### src/rtl/ym_bus_sequencer.sv
// ============================================================================
//  Module      : ym_bus_sequencer
//  Description : Owns the shared BDIR/BC1/DA bus of a dual YM2149 pair.
//                Round-robin arbitration between a CPU and a DMA requester;
//                each request becomes address-latch -> gap -> data-write ->
//                gap, with programmable phase lengths and chip select.
//  Option      : YM_ADDR_CACHE_EN - skip the address phase when the granted
//                {chip,reg} equals the last latched one.
//  Revision    : 1.0 - initial release
// ============================================================================
`default_nettype none

module ym_bus_sequencer #(
    parameter int ADDR_HOLD_CYC = 2,
    parameter int DATA_HOLD_CYC = 2,
    parameter int IDLE_GAP_CYC  = 1
) (
    input  logic       cpu_clock,
    input  logic       reset,
    input  logic       cpu_req,
    input  logic       cpu_chip,
    input  logic [3:0] cpu_reg,
    input  logic [7:0] cpu_data,
    output logic       cpu_ack,
    input  logic       dma_req,
    input  logic       dma_chip,
    input  logic [3:0] dma_reg,
    input  logic [7:0] dma_data,
    output logic       dma_ack,
    output logic       bdir,
    output logic       bc1,
    output logic [7:0] da_out,
    output logic       da_oe,
    output logic       ym_0,
    output logic       ym_1,
    output logic       busy
);

    // Phase counter sized from the longest programmable phase
    localparam int MAX_AD  = (ADDR_HOLD_CYC > DATA_HOLD_CYC) ? ADDR_HOLD_CYC : DATA_HOLD_CYC;
    localparam int MAX_CYC = (MAX_AD > IDLE_GAP_CYC) ? MAX_AD : IDLE_GAP_CYC;
    localparam int CW      = $clog2(MAX_CYC) + 1;

    localparam logic [CW-1:0] c_addr_load = CW'(ADDR_HOLD_CYC - 1);
    localparam logic [CW-1:0] c_data_load = CW'(DATA_HOLD_CYC - 1);
    localparam logic [CW-1:0] c_gap_load  = CW'(IDLE_GAP_CYC - 1);
    localparam logic [CW-1:0] c_one       = CW'(1);

    typedef enum logic [2:0] {
        ST_IDLE = 3'd0,
        ST_ADDR = 3'd1,
        ST_GAP1 = 3'd2,
        ST_DATA = 3'd3,
        ST_GAP2 = 3'd4
    } state_t;

    state_t          r_state;
    state_t          w_state_nx;
    logic [CW-1:0]   r_cnt;
    logic [CW-1:0]   w_cnt_nx;
    logic            r_last_dma;    // 1: DMA was granted most recently
    logic            r_owner_dma;   // requester of the transaction in flight
    logic [3:0]      r_reg;
    logic [7:0]      r_data;

    logic            w_grant;
    logic            w_grant_dma;
    logic            w_sel_chip;
    logic [3:0]      w_sel_reg;
    logic [7:0]      w_sel_data;
    logic [3:0]      w_cur_reg;
    logic [7:0]      w_cur_data;
    logic            w_ack_nx;

`ifdef YM_ADDR_CACHE_EN
    logic            r_tag_vld;
    logic [4:0]      r_tag;
    logic            w_tag_hit;
`endif

    // Request selection: a lone requester wins; when both pend, the one not served last wins
    always_comb begin
        w_grant     = (r_state == ST_IDLE) && (cpu_req || dma_req);
        w_grant_dma = dma_req && (!cpu_req || !r_last_dma);
        w_sel_chip  = w_grant_dma ? dma_chip : cpu_chip;
        w_sel_reg   = w_grant_dma ? dma_reg  : cpu_reg;
        w_sel_data  = w_grant_dma ? dma_data : cpu_data;
        // While idle the fields being granted are still on the inputs, not yet captured
        w_cur_reg   = (r_state == ST_IDLE) ? w_sel_reg  : r_reg;
        w_cur_data  = (r_state == ST_IDLE) ? w_sel_data : r_data;
    end

`ifdef YM_ADDR_CACHE_EN
    // The address latch of the target chip already holds this register
    assign w_tag_hit = r_tag_vld && (r_tag == {w_sel_chip, w_sel_reg});
`endif

    // Next-state and phase-counter logic
    always_comb begin
        w_state_nx = r_state;
        w_cnt_nx   = r_cnt;
        case (r_state)
            ST_IDLE: begin
                if (w_grant) begin
`ifdef YM_ADDR_CACHE_EN
                    if (w_tag_hit) begin
                        w_state_nx = ST_DATA;
                        w_cnt_nx   = c_data_load;
                    end else begin
                        w_state_nx = ST_ADDR;
                        w_cnt_nx   = c_addr_load;
                    end
`else
                    w_state_nx = ST_ADDR;
                    w_cnt_nx   = c_addr_load;
`endif
                end
            end
            ST_ADDR: begin
                if (r_cnt == '0) begin
                    w_state_nx = ST_GAP1;
                    w_cnt_nx   = c_gap_load;
                end else begin
                    w_cnt_nx   = r_cnt - c_one;
                end
            end
            ST_GAP1: begin
                if (r_cnt == '0) begin
                    w_state_nx = ST_DATA;
                    w_cnt_nx   = c_data_load;
                end else begin
                    w_cnt_nx   = r_cnt - c_one;
                end
            end
            ST_DATA: begin
                if (r_cnt == '0) begin
                    w_state_nx = ST_GAP2;
                    w_cnt_nx   = c_gap_load;
                end else begin
                    w_cnt_nx   = r_cnt - c_one;
                end
            end
            ST_GAP2: begin
                if (r_cnt == '0) begin
                    w_state_nx = ST_IDLE;
                    w_cnt_nx   = '0;
                end else begin
                    w_cnt_nx   = r_cnt - c_one;
                end
            end
            default: begin
                w_state_nx = ST_IDLE;
                w_cnt_nx   = '0;
            end
        endcase
        // Acknowledge lands on the final gap cycle of the transaction
        w_ack_nx = (w_state_nx == ST_GAP2) && (w_cnt_nx == '0);
    end

    // State and phase-counter registers
    always_ff @(posedge cpu_clock or negedge reset) begin
        if (!reset) begin
            r_state <= ST_IDLE;
            r_cnt   <= '0;
        end else begin
            r_state <= w_state_nx;
            r_cnt   <= w_cnt_nx;
        end
    end

    // Capture the granted transaction and the arbitration history
    always_ff @(posedge cpu_clock or negedge reset) begin
        if (!reset) begin
            r_last_dma  <= 1'b1;
            r_owner_dma <= 1'b0;
            r_reg       <= '0;
            r_data      <= '0;
            ym_0        <= 1'b1;
        end else if (w_grant) begin
            r_last_dma  <= w_grant_dma;
            r_owner_dma <= w_grant_dma;
            r_reg       <= w_sel_reg;
            r_data      <= w_sel_data;
            ym_0        <= ~w_sel_chip;
        end
    end

`ifdef YM_ADDR_CACHE_EN
    // Remember which {chip,reg} the last address latch targeted
    always_ff @(posedge cpu_clock or negedge reset) begin
        if (!reset) begin
            r_tag_vld <= 1'b0;
            r_tag     <= '0;
        end else if (w_grant) begin
            r_tag_vld <= 1'b1;
            r_tag     <= {w_sel_chip, w_sel_reg};
        end
    end
`endif

    // Registered bus outputs derived from the state being entered
    always_ff @(posedge cpu_clock or negedge reset) begin
        if (!reset) begin
            bdir    <= 1'b0;
            bc1     <= 1'b0;
            da_oe   <= 1'b0;
            da_out  <= '0;
            cpu_ack <= 1'b0;
            dma_ack <= 1'b0;
        end else begin
            bdir    <= (w_state_nx == ST_ADDR) || (w_state_nx == ST_DATA);
            bc1     <= (w_state_nx == ST_ADDR);
            da_oe   <= (w_state_nx != ST_IDLE);
            cpu_ack <= w_ack_nx && !r_owner_dma;
            dma_ack <= w_ack_nx &&  r_owner_dma;
            if (w_state_nx == ST_ADDR) begin
                da_out <= {4'h0, w_cur_reg};
            end else if (w_state_nx == ST_DATA) begin
                da_out <= w_cur_data;
            end
        end
    end

    assign ym_1 = ~ym_0;
    assign busy = (r_state != ST_IDLE);

endmodule

`default_nettype wire

### config.mk
export PLATFORM = sky130hd
export DESIGN_NAME = ym_bus_sequencer
export DESIGN_NICKNAME = d
export VERILOG_FILES = /design/src/rtl/ym_bus_sequencer.sv
export SDC_FILE = /design/constraint.sdc
export NUM_CORES = 1
export LEC_CHECK = 0
export BUFFER_PORTS_ARGS = -buffer_cell sky130_fd_sc_hd__buf_2
export CAP_MARGIN = 20
export CORE_MARGIN = 1.5
export CORE_UTILIZATION = 48
export DETAILED_ROUTE_END_ITERATION = 8
export HOLD_SLACK_MARGIN = 0.08
export PLACE_DENSITY_LB_ADDON = 0.2
export SYNTH_ARGS = -nofsm -noshare
export SYNTH_HDL_FRONTEND = slang
export SYNTH_SLANG_ARGS = --single-unit
### constraint.sdc
create_clock -name cpu_clock -period 2.15 [get_ports cpu_clock]
set_input_delay 0.43 -clock cpu_clock [delete_from_list [all_inputs] [get_ports cpu_clock]]
set_output_delay 0.43 -clock cpu_clock [all_outputs]
set_load 0.1 [all_outputs]
Yosys cells after proc, flatten, opt, wreduce, memory -nomap -nowiden

Index checks and enable logic that the tools add are counted.

Flip-flop bits (word level): 33

Add/subtract/negate cells: 1
Eq/ne operators: 7
Multiplexer cells: 17
Bitwise logic cells: 2
Reduce and logical (&&, ||, !) cells: 18

Operator list:

| cell                  | count |
|---|---|
| $mux W8               | 4 |
| $mux W3               | 5 |
| $pmux W3 S5           | 1 |
| $eq A3 B2 Y1 const B  | 3 |
| $mux W4               | 2 |
| $eq A3 B1 Y1 const B  | 2 |
| $eq A3 B3 Y1 const B  | 2 |
| $mux W2               | 3 |
| $pmux W2 S3           | 1 |
| $reduce_bool A3 Y1    | 2 |
| $logic_and A1 B1 Y1   | 5 |
| $logic_not A2 Y1      | 2 |
| $logic_not A1 Y1      | 3 |
| $logic_not A3 Y1      | 1 |
| $logic_or A1 B1 Y1    | 3 |
| $reduce_or A3 Y1      | 1 |
| $not A1 Y1            | 2 |
| $reduce_bool A2 Y1    | 1 |
| $sub A2 B1 Y2 const B | 1 |
| $mux W1               | 1 |

Depth between registers and ports, before layout

Depth in word-level cells: 7
Depth in mapped cells: 7
Mapped depth without buffers: 5

Worst setup path before layout

No wires, ideal clock.

Path type: register to output
Start point: reg r_state[2]
End point: out busy
Data arrival time: 1.491 ns
Setup slack: 0.229 ns
Stages on the path, launching flop included: 5
Buffers on the path: 2
Cells stage by stage: dfrtp_1 > buf_2 > nor3_4 > clkbuf_1 > inv_1

Word-level cells in the longest chain between the ends: 1

Ends and longest elaborated chain:

| element                  | RTL line | RTL |
|---|---|---|
| start: declaration       | 57       | `state_t r_state;` |
| start signal: assignment | 166      | `r_state <= w_state_nx;` |
| $reduce_bool A3 Y1       | 225      | `assign busy = (r_state != ST_IDLE);` |
| end: declaration         | 36       | `output logic busy` |

Every way passes these cells.

Worst setup path in the final report

Start point: reg r_state[0]
End point: out busy

The elaborated chain is that of the path after synthesis.

==> metrics.csv <==
stage,metric,value,unit
routing,Vias/cell,5.10,
synth,Simple-Gate Fraction of Synth Area,13.7,%
grt,global-route wire length before repair,5280,um
die,Initial Utilization,50.2,%
routing,DR DRC count,0,
clock_tree,H-tree Lvls,2,
sta,fin crit period,2.01,ns
finish,area delta synth->final,21.7,%
sta,Final Slew Violations,0,
die,Rows,20,
placed_design,# port buffers,45,
sta,final hold vios,0,
worst_setup_path,reg-to-reg startpoint,r_state[0]$_DFF_PN0_,
synth,Synth cell types,33,
synth,Gate Count Post-Synth,146,
worst_setup_path,CP Cell Sequence,nor3_4 > inv_1 > buf_2,
sta,RSZ-0062 raised after global routing,no,
sta,Worst Clk Skew,0.00919,ns
synth,"flops & latches, synth",33,
worst_setup_path,WP buf/inv,2,
grt,antenna violations before repair,0,
synth,Yosys warning count,0,
die,Chip Height,59.3,um
routing,DR WL/cell,12.9,um
clock_tree,Clock Latency Late Sink,0.33,ns
finish,nets@finish,225,
synth,syn nets,176,
grt,remaining global-route overflow,0,
worst_setup_path,crit path DAT,1.58,ns
die,die area,3510,um2
worst_setup_path,CP max FO,8,
clock_tree,root buffer cell,clkbuf_4,
placed_design,dpl ws,0.417,ns
worst_setup_path,critical path type,reg2out,
grt,Total GRT Usage,20.2,%
clock_tree,Num CTS Buffers,5,
synth,Synth top area share,51.0,%
worst_setup_path,Worst path max stage delay,0.49,ns
worst_setup_path,Worst Setup End Kind,output pin,
sta,setup TNS,0,ns
flow_run,maxcap violations,0,
synth,Synth Area in XOR/XNOR,0,%
sta,Final Cycle Share,93.6,%
routing,final WL,3100,um
synth,register area share after synthesis,54.5,%
sta,# setup viols final,0,
routing,Starting DRT DRC Count,47,
sta,Worst slew margin,53.1,%
synth,Compound-Gate Fraction of Synth Area,17.5,%
worst_setup_path,Worst Path Required,1.72,ns
synth,Syn Std Cell Area,1520,um2
status,run status,completed,
worst_setup_path,CP top delay family,flip-flops,
routing,final antenna-violating net count,0,
sta,Worst-Margin Slew,0.703,ns
clock_tree,clock tree buffer depth,2,
grt,vias in the first global route,1225,
placed_design,HPWL after DPL,2280,um
clock_tree,TritonCTS clock tree,built,
clock_tree,postcts setup bufs,0,
clock_tree,Post-CTS Hold Buffers,0,
synth,Synth area leader,dfrtp_1,
synth,proportion of synthesized area in mux cells,10.3,%
synth,adder-cell share of the synthesized area,0,%
synth,Syn Area/Cell,10.4,um2
die,Die W,59.3,um
finish,antenna cells,0,
routing,drt pass-1 iters,4,
synth,largest cells by area after synthesis,"dfrtp_1, mux2i_1, o21ai_0, nand2_1, dfstp_2",
worst_setup_path,FF-to-FF End,da_oe$_DFF_PN0_,
synth,main combinational cell family by area after synthesis,compound AO/OA/AOI/OAI gates,
die,Core ar.,3030,um2
sta,final worst slack,0.138,ns
routing,Vias,1223,
clock_tree,PostCTS Resize Cnt,0,
finish,layout cells sized above 1,32.7,%
worst_setup_path,Critical Path Source Type,flip-flop,
finish,Fillers,280,
clock_tree,"Reg clk slew, reported paths",0.10,ns
min_path,worst min-delay path class,in2async,
clock_tree,Clock Sink Count,33,
die,io pins,46,
grt,pin count of the biggest net entering global routing,34,
sta,Max Fclk,497,MHz
worst_setup_path,cells on worst reg2reg path,3,
finish,Final Util,61.1,%
worst_setup_path,r2r setup slk,0.43,ns
worst_setup_path,master of the slowest instance on the critical path,dfrtp_1,
placed_design,Placer Congestion,0.766,
==> logic make-up after synthesis <==
kind of cell    count (synthesis)
mux                            15
compound gates                 44
simple gates                   42
flops                          33
buf+inv                        12
==> layout by cell type, fill, tap and decap left out, types with 2 or more instances in the layout <==
cell / Yosys / final
buf_2: 4 / 45
dfrtp_1: 31 / 31
nand2_1: 18 / 18
o21ai_0: 18 / 17
nor2_1: 13 / 13
mux2i_1: 13 / 13
a21oi_1: 9 / 9
o21ai_1: 5 / 6
clkbuf_4: 0 / 5
buf_4: 1 / 5
a211o_1: 4 / 4
inv_1: 3 / 3
nor2b_1: 3 / 3
a31oi_1: 2 / 2
clkbuf_1: 2 / 2
dfstp_2: 2 / 2
==> synthesized netlist by cell type, drive strengths merged <==
| library cell | number |
|---|---|
| o221ai | 1 |
| a32oi | 1 |
| a2111o | 1 |
| a21boi | 1 |
| nor2b | 3 |
| a22o | 1 |
| buf | 6 |
| nor2 | 13 |
| clkbuf | 2 |
| nor4 | 1 |
| a31oi | 2 |
| or3 | 1 |
| dfstp | 2 |
| nor3b | 2 |
| mux2 | 2 |
| a211o | 4 |
| inv | 4 |
| a21oi | 9 |
| mux2i | 13 |
| nand2 | 18 |
| and3 | 1 |
| a32o | 1 |
| dfrtp | 31 |
| o21ai | 23 |
| or2 | 1 |
| nor3 | 2 |
==> area by class of cell <==
cell class / count / area [um2] / share of cell area [%]
Tap cell: 44 / 55.1 / 2.97
Timing Repair Buffer: 50 / 263 / 14.2
Sequential cell: 33 / 828 / 44.8
Clock buffer: 8 / 58.8 / 3.18
Inverter: 4 / 15.0 / 0.811
Multi-Input combinational cell: 101 / 631 / 34.1
==> worst max path at each step <==
stage | endpoint | slack (ns) | from | depth (start not counted)
6_report | busy | 0.14 | r_state[0]$_DFF_PN0_ | 3
5_1_grt | busy | 0.02 | r_state[0]$_DFF_PN0_ | 3
4_1_cts | busy | 0.07 | r_state[2]$_DFF_PN0_ | 3
3_5_place_dp | r_data[0]$_DFFE_PN0P_ | 0.42 | cpu_req | 5
3_3_place_gp | da_oe$_DFF_PN0_ | 0.43 | dma_req | 5
2_1_floorplan | busy | 0.23 | r_state[2]$_DFF_PN0_ | 4
==> metal layers <==
| layer | share of wire [%] | track usage [%] | vias to the layer above |
|---|---|---|---|
| li1 | - | - | 612 |
| met1 | 43 | 25.5 | 566 |
| met2 | 50 | 32.8 | 41 |
| met3 | 5.8 | 6.55 | 4 |
| met4 | 1.2 | 6.82 | 0 |
| met5 | 0 | 0 | - |
==> per-stage QoR <==
stage               hold WS (ns)  instance area (um2)  instances
global route               0.178                 1850        240
detailed placement         0.465                 1790        232
global placement           0.463                 1790        232
floorplan                  0.134                 1520        146
CTS                        0.161                 1850        240
finish                     0.130                 1850        240
Power is left out: the tool's default activity adds up to more than one toggle a clock period on the data nets, which glitch-free logic cannot reach.
